File: src/rtl/decode_assembler_if.sv
// Fetch-to-execute handshake bundle for the decode assembler.
// The fetch byte stream and the packet stream towards execute.
interface decode_assembler_if #(
    parameter int PC_W = 16
);
    logic            in_valid;
    logic            in_ready;
    logic [7:0]      in_byte;
    logic [PC_W-1:0] in_pc;
    logic            out_valid;
    logic            out_ready;
    logic [7:0]      out_opcode;
    logic [15:0]     out_operand;
    logic [PC_W-1:0] out_pc;
    logic [3:0]      out_mode;
    logic [1:0]      out_size;
    logic            out_illegal;

    modport master (
        output in_valid, in_byte, in_pc, out_ready,
        input  in_ready, out_valid, out_opcode, out_operand,
        input  out_pc, out_mode, out_size, out_illegal
    );

    modport slave (
        input  in_valid, in_byte, in_pc, out_ready,
        output in_ready, out_valid, out_opcode, out_operand,
        output out_pc, out_mode, out_size, out_illegal
    );
endinterface

File: src/rtl/decode_assembler.sv
// 6502 decode stage: assembles multi-byte instructions into packets
// and queues them in a small FIFO towards execute.
module decode_assembler #(
    parameter int PC_W           = 16,
    parameter int OUT_DEPTH      = 2,
    parameter int ILLEGAL_AS_NOP = 1
) (
    input  logic clk,
    input  logic rst_n,
    input  logic flush,
    decode_assembler_if.slave bus
);
    localparam int AW = (OUT_DEPTH > 1) ? $clog2(OUT_DEPTH) : 1;
    localparam int CW = $clog2(OUT_DEPTH + 1);

    typedef struct packed {
        logic [7:0]      opcode;
        logic [15:0]     operand;
        logic [PC_W-1:0] pc;
        logic [3:0]      mode;
        logic [1:0]      size;
        logic            illegal;
    } pkt_t;

    typedef enum logic [1:0] {OPC, LO, HI} state_t;

    function automatic logic [3:0] op_mode(input logic [7:0] b);
        case (b)
            8'h00, 8'h08, 8'h18, 8'h28, 8'h38, 8'h40, 8'h48,
            8'h58, 8'h60, 8'h68, 8'h78, 8'h88, 8'h8A, 8'h98,
            8'h9A, 8'hA8, 8'hAA, 8'hB8, 8'hBA, 8'hC8, 8'hCA,
            8'hD8, 8'hE8, 8'hEA, 8'hF8:
                op_mode = 4'd7;
            8'h0A, 8'h2A, 8'h4A, 8'h6A:
                op_mode = 4'd1;
            8'h09, 8'h29, 8'h49, 8'h69, 8'hA0, 8'hA2, 8'hA9,
            8'hC0, 8'hC9, 8'hE0, 8'hE9:
                op_mode = 4'd2;
            8'h05, 8'h06, 8'h24, 8'h25, 8'h26, 8'h45, 8'h46,
            8'h65, 8'h66, 8'h84, 8'h85, 8'h86, 8'hA4, 8'hA5,
            8'hA6, 8'hC4, 8'hC5, 8'hC6, 8'hE4, 8'hE5, 8'hE6:
                op_mode = 4'd4;
            8'h15, 8'h16, 8'h35, 8'h36, 8'h55, 8'h56, 8'h75,
            8'h76, 8'h94, 8'h95, 8'hB4, 8'hB5, 8'hD5, 8'hD6,
            8'hF5, 8'hF6:
                op_mode = 4'd5;
            8'h96, 8'hB6:
                op_mode = 4'd12;
            8'h0D, 8'h0E, 8'h20, 8'h2C, 8'h2D, 8'h2E, 8'h4C,
            8'h4D, 8'h4E, 8'h6D, 8'h6E, 8'h8C, 8'h8D, 8'h8E,
            8'hAC, 8'hAD, 8'hAE, 8'hCC, 8'hCD, 8'hCE, 8'hEC,
            8'hED, 8'hEE:
                op_mode = 4'd3;
            8'h1D, 8'h1E, 8'h3D, 8'h3E, 8'h5D, 8'h5E, 8'h7D,
            8'h7E, 8'h9D, 8'hBC, 8'hBD, 8'hDD, 8'hDE, 8'hFD,
            8'hFE:
                op_mode = 4'd6;
            8'h19, 8'h39, 8'h59, 8'h79, 8'h99, 8'hB9, 8'hBE,
            8'hD9, 8'hF9:
                op_mode = 4'd13;
            8'h6C:
                op_mode = 4'd11;
            8'h01, 8'h21, 8'h41, 8'h61, 8'h81, 8'hA1, 8'hC1,
            8'hE1:
                op_mode = 4'd9;
            8'h11, 8'h31, 8'h51, 8'h71, 8'h91, 8'hB1, 8'hD1,
            8'hF1:
                op_mode = 4'd10;
            8'h10, 8'h30, 8'h50, 8'h70, 8'h90, 8'hB0, 8'hD0,
            8'hF0:
                op_mode = 4'd8;
            default:
                op_mode = 4'd0;
        endcase
    endfunction

    function automatic logic [1:0] op_size(input logic [3:0] m);
        case (m)
            4'd2, 4'd4, 4'd5, 4'd8, 4'd9, 4'd10, 4'd12:
                op_size = 2'd2;
            4'd3, 4'd6, 4'd11, 4'd13:
                op_size = 2'd3;
            default:
                op_size = 2'd1;
        endcase
    endfunction

    state_t        state;
    pkt_t          cur;
    pkt_t          pkt;
    pkt_t          last;
    pkt_t          head;
    pkt_t          mem [OUT_DEPTH];
    logic [AW-1:0] rd;
    logic [AW-1:0] wr;
    logic [CW-1:0] cnt;
    logic          rdy;
    logic          push;
    logic          pop;
    logic          xfer;
    logic [3:0]    lk_mode;
    logic [1:0]    lk_size;
    logic          lk_ill;

    assign lk_mode = op_mode(bus.in_byte);
    assign lk_size = op_size(lk_mode);
    assign lk_ill  = (lk_mode == 4'd0);

    assign bus.in_ready = rdy && (cnt != CW'(OUT_DEPTH));
    assign xfer = bus.in_valid && bus.in_ready && !flush;
    assign pop  = bus.out_valid && bus.out_ready && !flush;

    always_comb begin
        push = 1'b0;
        pkt  = cur;
        case (state)
            OPC: begin
                pkt = '{opcode: bus.in_byte, operand: 16'h0000,
                        pc: bus.in_pc, mode: lk_mode,
                        size: lk_size, illegal: lk_ill};
                push = xfer && (lk_size == 2'd1) &&
                       (!lk_ill || (ILLEGAL_AS_NOP != 0));
            end
            LO: begin
                pkt.operand = {cur.operand[15:8], bus.in_byte};
                push = xfer && (cur.size == 2'd2);
            end
            HI: begin
                pkt.operand = {bus.in_byte, cur.operand[7:0]};
                push = xfer;
            end
            default: ;
        endcase
    end

    always_ff @(posedge clk) begin
        if (!rst_n) begin
            state <= OPC;
            cur   <= '0;
        end else if (flush) begin
            state <= OPC;
        end else if (xfer) begin
            case (state)
                OPC: begin
                    cur <= pkt;
                    if (lk_size != 2'd1)
                        state <= LO;
                end
                LO: begin
                    cur.operand[7:0] <= bus.in_byte;
                    state <= (cur.size == 2'd3) ? HI : OPC;
                end
                HI: begin
                    cur.operand[15:8] <= bus.in_byte;
                    state <= OPC;
                end
                default: state <= OPC;
            endcase
        end
    end

    always_ff @(posedge clk) begin
        if (push)
            mem[wr] <= pkt;
    end

    // last keeps the most recent head so outputs hold once drained
    always_ff @(posedge clk) begin
        if (!rst_n) begin
            rd   <= '0;
            wr   <= '0;
            cnt  <= '0;
            rdy  <= 1'b0;
            last <= '0;
        end else begin
            rdy <= 1'b1;
            if (cnt != '0)
                last <= mem[rd];
            if (flush) begin
                rd  <= '0;
                wr  <= '0;
                cnt <= '0;
            end else begin
                if (push)
                    wr <= (wr == AW'(OUT_DEPTH - 1)) ? '0 : wr + 1'b1;
                if (pop)
                    rd <= (rd == AW'(OUT_DEPTH - 1)) ? '0 : rd + 1'b1;
                if (push && !pop)
                    cnt <= cnt + 1'b1;
                else if (pop && !push)
                    cnt <= cnt - 1'b1;
            end
        end
    end

    assign head = (cnt != '0) ? mem[rd] : last;

    assign bus.out_valid   = (cnt != '0);
    assign bus.out_opcode  = head.opcode;
    assign bus.out_operand = head.operand;
    assign bus.out_pc      = head.pc;
    assign bus.out_mode    = head.mode;
    assign bus.out_size    = head.size;
    assign bus.out_illegal = head.illegal;
endmodule

File: src/flat_wrapper.sv
// flat-port wrapper written by rule: the top's interface ports become plain ports
module decode_assembler_flat 
#(
    parameter int PC_W           = 16,
    parameter int OUT_DEPTH      = 2,
    parameter int ILLEGAL_AS_NOP = 1
)
  (clk, rst_n, flush, bus_in_valid, bus_in_byte, bus_in_pc, bus_out_ready, bus_in_ready, bus_out_valid, bus_out_opcode, bus_out_operand, bus_out_pc, bus_out_mode, bus_out_size, bus_out_illegal);
  decode_assembler_if #(.PC_W(PC_W)) bus_i ();
  input  logic clk;
  input  logic rst_n;
  input  logic flush;
  input wire logic [$bits(bus_i.in_valid)-1:0] bus_in_valid;
  input wire logic [$bits(bus_i.in_byte)-1:0] bus_in_byte;
  input wire logic [$bits(bus_i.in_pc)-1:0] bus_in_pc;
  input wire logic [$bits(bus_i.out_ready)-1:0] bus_out_ready;
  output wire logic [$bits(bus_i.in_ready)-1:0] bus_in_ready;
  output wire logic [$bits(bus_i.out_valid)-1:0] bus_out_valid;
  output wire logic [$bits(bus_i.out_opcode)-1:0] bus_out_opcode;
  output wire logic [$bits(bus_i.out_operand)-1:0] bus_out_operand;
  output wire logic [$bits(bus_i.out_pc)-1:0] bus_out_pc;
  output wire logic [$bits(bus_i.out_mode)-1:0] bus_out_mode;
  output wire logic [$bits(bus_i.out_size)-1:0] bus_out_size;
  output wire logic [$bits(bus_i.out_illegal)-1:0] bus_out_illegal;
  assign bus_i.in_valid = bus_in_valid;
  assign bus_i.in_byte = bus_in_byte;
  assign bus_i.in_pc = bus_in_pc;
  assign bus_i.out_ready = bus_out_ready;
  assign bus_in_ready = bus_i.in_ready;
  assign bus_out_valid = bus_i.out_valid;
  assign bus_out_opcode = bus_i.out_opcode;
  assign bus_out_operand = bus_i.out_operand;
  assign bus_out_pc = bus_i.out_pc;
  assign bus_out_mode = bus_i.out_mode;
  assign bus_out_size = bus_i.out_size;
  assign bus_out_illegal = bus_i.out_illegal;
  decode_assembler #(.PC_W(PC_W), .OUT_DEPTH(OUT_DEPTH), .ILLEGAL_AS_NOP(ILLEGAL_AS_NOP)) u_core (.clk(clk), .rst_n(rst_n), .flush(flush), .bus(bus_i));
endmodule
File: config.mk
export PLATFORM = sky130hd
export DESIGN_NAME = decode_assembler_flat
export DESIGN_NICKNAME = d
export VERILOG_FILES = /design/src/rtl/decode_assembler_if.sv /design/src/rtl/decode_assembler.sv /design/src/flat_wrapper.sv
export SDC_FILE = /design/constraint.sdc
export NUM_CORES = 1
export LEC_CHECK = 0
export CAP_MARGIN = 20
export CORE_MARGIN = 2
export CORE_UTILIZATION = 62
export DETAILED_ROUTE_END_ITERATION = 16
export PLACE_DENSITY = 0.93
export SYNTH_ARGS = -nofsm -noshare
export SYNTH_HDL_FRONTEND = slang
export SYNTH_SLANG_ARGS = --single-unit
File: constraint.sdc
create_clock -name clk -period 6.78 [get_ports clk]
set_input_delay 1.356 -clock clk [delete_from_list [all_inputs] [get_ports clk]]
set_output_delay 1.356 -clock clk [all_outputs]
set_load 0.02 [all_outputs]
==> results of run 1 <==
## cell families after synthesis
family,after synthesis,synth area share (%)
buffers and inverters,70,3.699
AND/OR/NAND/NOR,351,18.64
multiplexers,51,6.110
flip-flops,196,57.52
AO/OA/AOI/OAI,166,12.98
XOR/XNOR,3,0.3108
adder cells (fa/ha/maj),5,0.7398
## final cells by class
type                            count  area (sq um)
Clock inverter                     12         103.9
Clock buffer                       19         442.9
Timing Repair Buffer               87         868.3
Tap cell                          176         220.2
Fill cell                         849          3466
Multi-Input combinational cell    576          3294
Sequential cell                   196          4866
Inverter                            9         33.78
## worst register-to-register path: stages, from the launching register on
cell      delay [ps]
dfxtp_1          460
inv_1            110
a21boi_1         380
nand3b_2         290
a221oi_4         360
and2_2           440
buf_4            490
## metal layers
metal / wire (um) / vias to the layer above / track usage, %
li1: - / 2979 / -
met1: 7845 / 2969 / 35.09
met2: 9378 / 242 / 43.22
met3: 1220 / 47 / 5.189
met4: 503 / 0 / 12.21
met5: 0 / - / 0
## metrics by stage
step | util (%) | setup WS [ps] | area (sq um) | power [uW]
after detailed placement | 69.50 | 1295 | 9240 | 1500
after CTS | 73.61 | 1716 | 9787 | 2427
after floorplan | - | 2019 | 8457 | 1423
final | 73.93 | 1702 | 9829 | 2426
after global routing | 73.93 | 1456 | 9829 | 2497
after global placement | 69.50 | 1406 | 9240 | 1492
## power breakdown
| part | leakage (uW) | internal, uW | switching (uW) |
|---|---|---|---|
| clock network | 0.000263 | 513 | 432 |
| logic | 0.00141 | 81.5 | 129 |
| registers | 0.00172 | 1260 | 8.71 |
## registers in the layout, summed over array words and instances, names as in the netlist, named ones only
name	count
u_core.rd	1
u_core.last	47
u_core.cur	47
u_core.wr	1
u_core.rdy	1
u_core.state	2
u_core.mem	94
u_core.cnt	2
## cells in the final DEF, fill, tap and decap left out, drive strengths merged, types with 5 or more instances in the layout
master / n
o21ai: 82
nand2: 233
a21oi: 10
clkbuf: 19
a21boi: 46
clkdlybuf4s50: 76
nand2b: 6
inv: 12
dfxtp: 102
clkinv: 5
a211oi: 5
ha: 5
mux2i: 49
buf: 11
edfxtp: 94
nor2: 14
and2: 54
nand3: 19
## final timing paths
| kind | startpoint | to | slack (ps) | cells after the start |
|---|---|---|---|---|
| setup / recovery | bus_in_byte[1] | u_core.mem[1][26]$_DFFE_PP_ | 1700 | 12 |
| hold / removal | u_core.cur[32]$_SDFFE_PN0P_ | u_core.cur[32]$_SDFFE_PN0P_ | 470 | 2 |
| setup reg to reg | u_core.cnt[0]$_SDFFE_PP0P_ | u_core.mem[1][26]$_DFFE_PP_ | 3860 | 6 |
| hold reg to reg | u_core.cur[32]$_SDFFE_PN0P_ | u_core.cur[32]$_SDFFE_PN0P_ | 470 | 2 |
==> impl_metrics.env, run 1 <==
export IMPL_status="complete, no violations"
export IMPL_avgViaCountPerCell=5.802
export IMPL_die_area_sq_um=14590
export IMPL_die_w_um=120.8
export IMPL_post_dp_hpwl_um=11640
export IMPL_cp_end_kind="flip-flop"
export IMPL_grt_pass1_vias=5863
export IMPL_overflow=0
export IMPL_max_stage_delay_ps=790
export IMPL_drc=0
export IMPL_synth_flop_cell="dfxtp_1"
export IMPL_synth_most_common_cell="nand2_1"
export IMPL_drtAntennaViolNets=0
export IMPL_cts_sinks=196
export IMPL_async_flop_share_pct=0
export IMPL_skew_ps=7.989
export IMPL_power_density_nw_per_um2=246.8
export IMPL_grt_max_degree=85
export IMPL_setup_viol=0
export IMPL_p_leak_uw=0.003388
export IMPL_synth_edf_count=94
export IMPL_ctsResizeCount=0
export IMPL_start_util_pct=63.61
export IMPL_grt_total_usage_pct=26.76
export IMPL_synth_seq_cells=196
export IMPL_numCtsBuffers=17
export IMPL_grt_first_pass_wirelength_um=30060
export IMPL_max_cap_violations=0
export IMPL_netlist_instances=842
export IMPL_startpoint_type="input port"
export IMPL_cp_num_buf_inv=3
export IMPL_worstMarginPinSlew_ps=1040
export IMPL_nets=921
export IMPL_path_cells="clkdlybuf4s50_1, inv_2, ha_1, nand2_1, a21oi_1, o31a_1, o21ai_2, nand4_1, a21boi_2, a221oi_4, and2_2, buf_4"
export IMPL_synth_top_cell_by_area="edfxtp_1"
export IMPL_wirelength_um=18950
export IMPL_yosysTopAreaCellShare_pct=33.38
export IMPL_crit_fanout=34
export IMPL_fin_setup_tns_ps=0
export IMPL_cts_root_buf="clkbuf_16"
export IMPL_first_pass_iters=5
export IMPL_worstSkewPairLatency_ps=430
export IMPL_cp_slowest_cell="clkdlybuf4s50_1"
export IMPL_period_needed_ps=5078
export IMPL_cts_tree="done"
export IMPL_die_h_um=120.8
export IMPL_rsz0062_at_grt="no"
export IMPL_clock_fmax_mhz=196.9
export IMPL_diodes=0
export IMPL_place_gp_congestion=0.8453
export IMPL_drtIter0Drc=644
export IMPL_io_buffers=77
export IMPL_cts_hold_buf=0
export IMPL_arrival_ps=5150
export IMPL_antenna_found_initial=0
export IMPL_synth_area_top_cells="edfxtp_1 33%, dfxtp_1 24%, nand2_1 10%"
export IMPL_dpl_cell_count=1042
export IMPL_syn_cell_area_sq_um=8457
export IMPL_num_rows=42
export IMPL_synth_avg_cell_area_sq_um=10.04
export IMPL_final_cells=1075
export IMPL_yosysWarnings=0
export IMPL_pin_count=78
export IMPL_ctsLongestPathBuffers=2
export IMPL_cp_top_family="buffers and inverters"
export IMPL_vdd_drop_max_v=0.0001883
export IMPL_hold_class="reg2reg"
export IMPL_finalMaxSlewViolations=0
export IMPL_period_share_pct=74.90
export IMPL_layout_drive_gt1_share_pct=7.675
export IMPL_yosysUniqueCellTypes=62
export IMPL_syn2layout_area_growth_pct=16.23
export IMPL_path_class="in2reg"
export IMPL_core_area_sq_um=13300
export IMPL_vias=6237
export IMPL_synthTopCellsByCount="233 x nand2_1, 102 x dfxtp_1, 94 x edfxtp_1, 80 x o21ai_0, 54 x and2_1"
export IMPL_critical_path_required_ps=6850
export IMPL_hold_ws_ps=465.3
export IMPL_yosysSeqAreaShare_pct=57.52
export IMPL_hold_viol=0
export IMPL_syn_num_nets=876
export IMPL_post_cts_buffers=0
export IMPL_clk_pin_slew_ps=70
export IMPL_htreeDepth=4
export IMPL_wl_per_cell_um=17.63
export IMPL_maxSlewHeadroom_pct=30.62
(Power assumes the default switching activity.)
==> run 2: changes to the inputs <==
--- a/config.mk
+++ b/config.mk
@@ -7,9 +7,9 @@
 export LEC_CHECK = 0
 export CAP_MARGIN = 20
 export CORE_MARGIN = 2
-export CORE_UTILIZATION = 62
+export CORE_UTILIZATION = 52
 export DETAILED_ROUTE_END_ITERATION = 16
-export PLACE_DENSITY = 0.93
+export PLACE_DENSITY = 0.84
 export SYNTH_ARGS = -nofsm -noshare
 export SYNTH_HDL_FRONTEND = slang
 export SYNTH_SLANG_ARGS = --single-unit
==> constraint.sdc (replaced) <==
create_clock -name clk -period 4.3 [get_ports clk]
set_input_delay 0.86 -clock clk [delete_from_list [all_inputs] [get_ports clk]]
set_output_delay 0.86 -clock clk [all_outputs]
set_load 0.02 [all_outputs]
==> impl_metrics.env, run 2 (same netlist as run 1, synthesis figures left out) <==
export IMPL_ctsLongestPathBuffers=2
export IMPL_pwr_share_clk_pct=39.9
export IMPL_p_total_uw=3898
export IMPL_status="complete, no violations"
export IMPL_r2r_cells=8
export IMPL_switching_share_pct=22.42
export IMPL_grt_pass1_vias=5759
export IMPL_nets=937
export IMPL_worstMarginPinSlew_ps=821.1
export IMPL_largest_reg_flops=94
export IMPL_fin_setup_tns_ps=0
export IMPL_drc=0
export IMPL_holdCritStartpoint="u_core.cur[31]$_SDFFE_PN0P_"
export IMPL_grt_max_degree=96
export IMPL_first_pass_iters=5
export IMPL_diodes=0
export IMPL_ff2ff_setup_slack_ps=1820
export IMPL_cp_num_buf_inv=2
export IMPL_antenna_found_initial=0
export IMPL_io_buffers=77
export IMPL_setup_viol=0
export IMPL_timing_rr_end="u_core.cur[20]$_SDFFE_PN0P_"
export IMPL_arrival_ps=4150
export IMPL_die_area_sq_um=17300
export IMPL_worstSkewPairLatency_ps=430
export IMPL_vias=6133
export IMPL_seqPwrFrac_pct=51.4
export IMPL_cp_end_kind="flip-flop"
export IMPL_skew_ps=8.758
export IMPL_cts_hold_buf=0
export IMPL_hold_class="reg2reg"
export IMPL_pre_cts_ws_ps=75.15
export IMPL_syn2layout_area_growth_pct=19.14
export IMPL_whs_path_depth=2
export IMPL_hold_viol=0
export IMPL_wirelength_um=18090
export IMPL_grt_first_pass_wirelength_um=29500
export IMPL_path_class="in2reg"
export IMPL_post_route_util_pct=63.43
export IMPL_globalRoute_busiestLayer="met2"
export IMPL_die_w_um=131.5
export IMPL_min_delay_worst_endpoint="u_core.cur[31]$_SDFFE_PN0P_"
export IMPL_drtIter0Drc=554
export IMPL_cts_sinks=196
export IMPL_max_cap_violations=0
export IMPL_critical_path_required_ps=4660
export IMPL_avgViaCountPerCell=5.418
export IMPL_cts_tree="done"
export IMPL_grt_total_usage_pct=21.66
export IMPL_cp_top_family="compound AO/OA/AOI/OAI gates"
export IMPL_finalMaxSlewViolations=0
export IMPL_crit_fanout=6
export IMPL_layout_drive_gt1_share_pct=9.389
export IMPL_max_stage_delay_ps=580
export IMPL_die_h_um=131.5
export IMPL_met3_usage_pct=4.360
export IMPL_clk_pin_slew_ps=70
export IMPL_num_rows=46
export IMPL_start_util_pct=53.24
export IMPL_post_dp_hpwl_um=11810
export IMPL_top_register="u_core.mem"
export IMPL_cp_slowest_cell="clkdlybuf4s50_1"
export IMPL_path_cells="clkdlybuf4s50_1, inv_2, ha_1, o311ai_1, a211oi_2, o22ai_2, nand4_1, a21boi_2, a221oi_4, ha_1, or3_1, a21oi_1"
export IMPL_wl_per_cell_um=15.98
export IMPL_overflow=0
export IMPL_pin_count=78
export IMPL_vdd_drop_max_v=0.0003157
export IMPL_ctsResizeCount=0
export IMPL_layout_common_cells="233 x nand2_1, 101 x dfxtp_1, 94 x edfxtp_1"
export IMPL_maxSlewHeadroom_pct=45.26
export IMPL_clock_fmax_mhz=264.1
export IMPL_layout_commonest_cell="nand2_1"
export IMPL_drtAntennaViolNets=0
export IMPL_place_gp_congestion=0.9263
export IMPL_worstReg2RegStart="u_core.cnt[0]$_SDFFE_PP0P_"
export IMPL_rsz0062_at_grt="no"
export IMPL_numCtsBuffers=17
export IMPL_largestRegisters="u_core.mem x94, u_core.cur x47, u_core.last x47"
export IMPL_grt_use_met2_pct=34.61
export IMPL_combPwrFrac_pct=8.7
export IMPL_met1_usage_pct=28.87
export IMPL_post_cts_buffers=0
export IMPL_cts_root_buf="clkbuf_16"
export IMPL_period_share_pct=88.07
export IMPL_htreeDepth=4
export IMPL_p_leak_uw=0.003504
export IMPL_cp_common_cell="ha_1"
export IMPL_core_area_sq_um=15890
export IMPL_power_density_nw_per_um2=386.9
export IMPL_p_int_uw=3024
export IMPL_final_cells=1132
export IMPL_setup_slack_ps=512.9
export IMPL_power_switching_uw=874.0
export IMPL_startpoint_type="input port"
export IMPL_period_needed_ps=3787
export IMPL_dpl_cell_count=1099
-- run 2: final cells by class --
class,count,area (sq um)
Tap cell,216,270.3
Fill cell,1238,5809
Clock buffer,21,503.0
Timing Repair Buffer,103,1018
Clock inverter,11,92.59
Sequential cell,196,4866
Multi-Input combinational cell,576,3292
Inverter,9,33.78
-- run 2: power by group through the flow --
stage | combinational [uW] | clock (uW) | sequential (uW)
final | 340 | 1560 | 2000
after global routing | 372 | 1650 | 2000
after CTS | 336 | 1570 | 2000
after detailed placement | 335 | 0 | 2040
after global placement | 326 | 0 | 2040
after floorplan | 205 | 0 | 2040
-- run 2: worst register-to-register path, delay by kind of cell, from the launching register on --
family          cells  cell delay, ps
compound gates      2             550
simple gates        4             980
flops               1             450
buf+inv             2             420
-- run 2: worst max-delay path by stage --
stage / startpoint / end / slack (ps) / cells past startpoint
CTS: bus_in_byte[1] / u_core.cnt[1]$_SDFFE_PP0P_ / 540 / 12
global placement: bus_in_byte[1] / u_core.cnt[1]$_SDFFE_PP0P_ / 180 / 12
global route: bus_in_byte[1] / u_core.cnt[1]$_SDFFE_PP0P_ / 320 / 12
finish: bus_in_byte[1] / u_core.cnt[1]$_SDFFE_PP0P_ / 510 / 12
detailed placement: bus_in_byte[1] / u_core.cnt[1]$_SDFFE_PP0P_ / 80 / 12
floorplan: bus_in_byte[0] / u_core.mem[0][0]$_DFFE_PP_ / 40 / 10
-- run 2: routing by layer --
layer | vias to the layer above | routed length, um
met1 | 2879 | 7893
met3 | 35 | 1092
met2 | 202 | 8673
met5 | - | 0
met4 | 0 | 429
li1 | 3017 | -
-- run 2: per-stage QoR --
stage          area (sq um)  hold slack, ps
2_1_floorplan          8457           435.3
3_3_place_gp           9453           440.6
3_5_place_dp           9453           457.1
4_1_cts               10050           466.2
5_1_grt               10080           481.3
6_report              10080           463.6
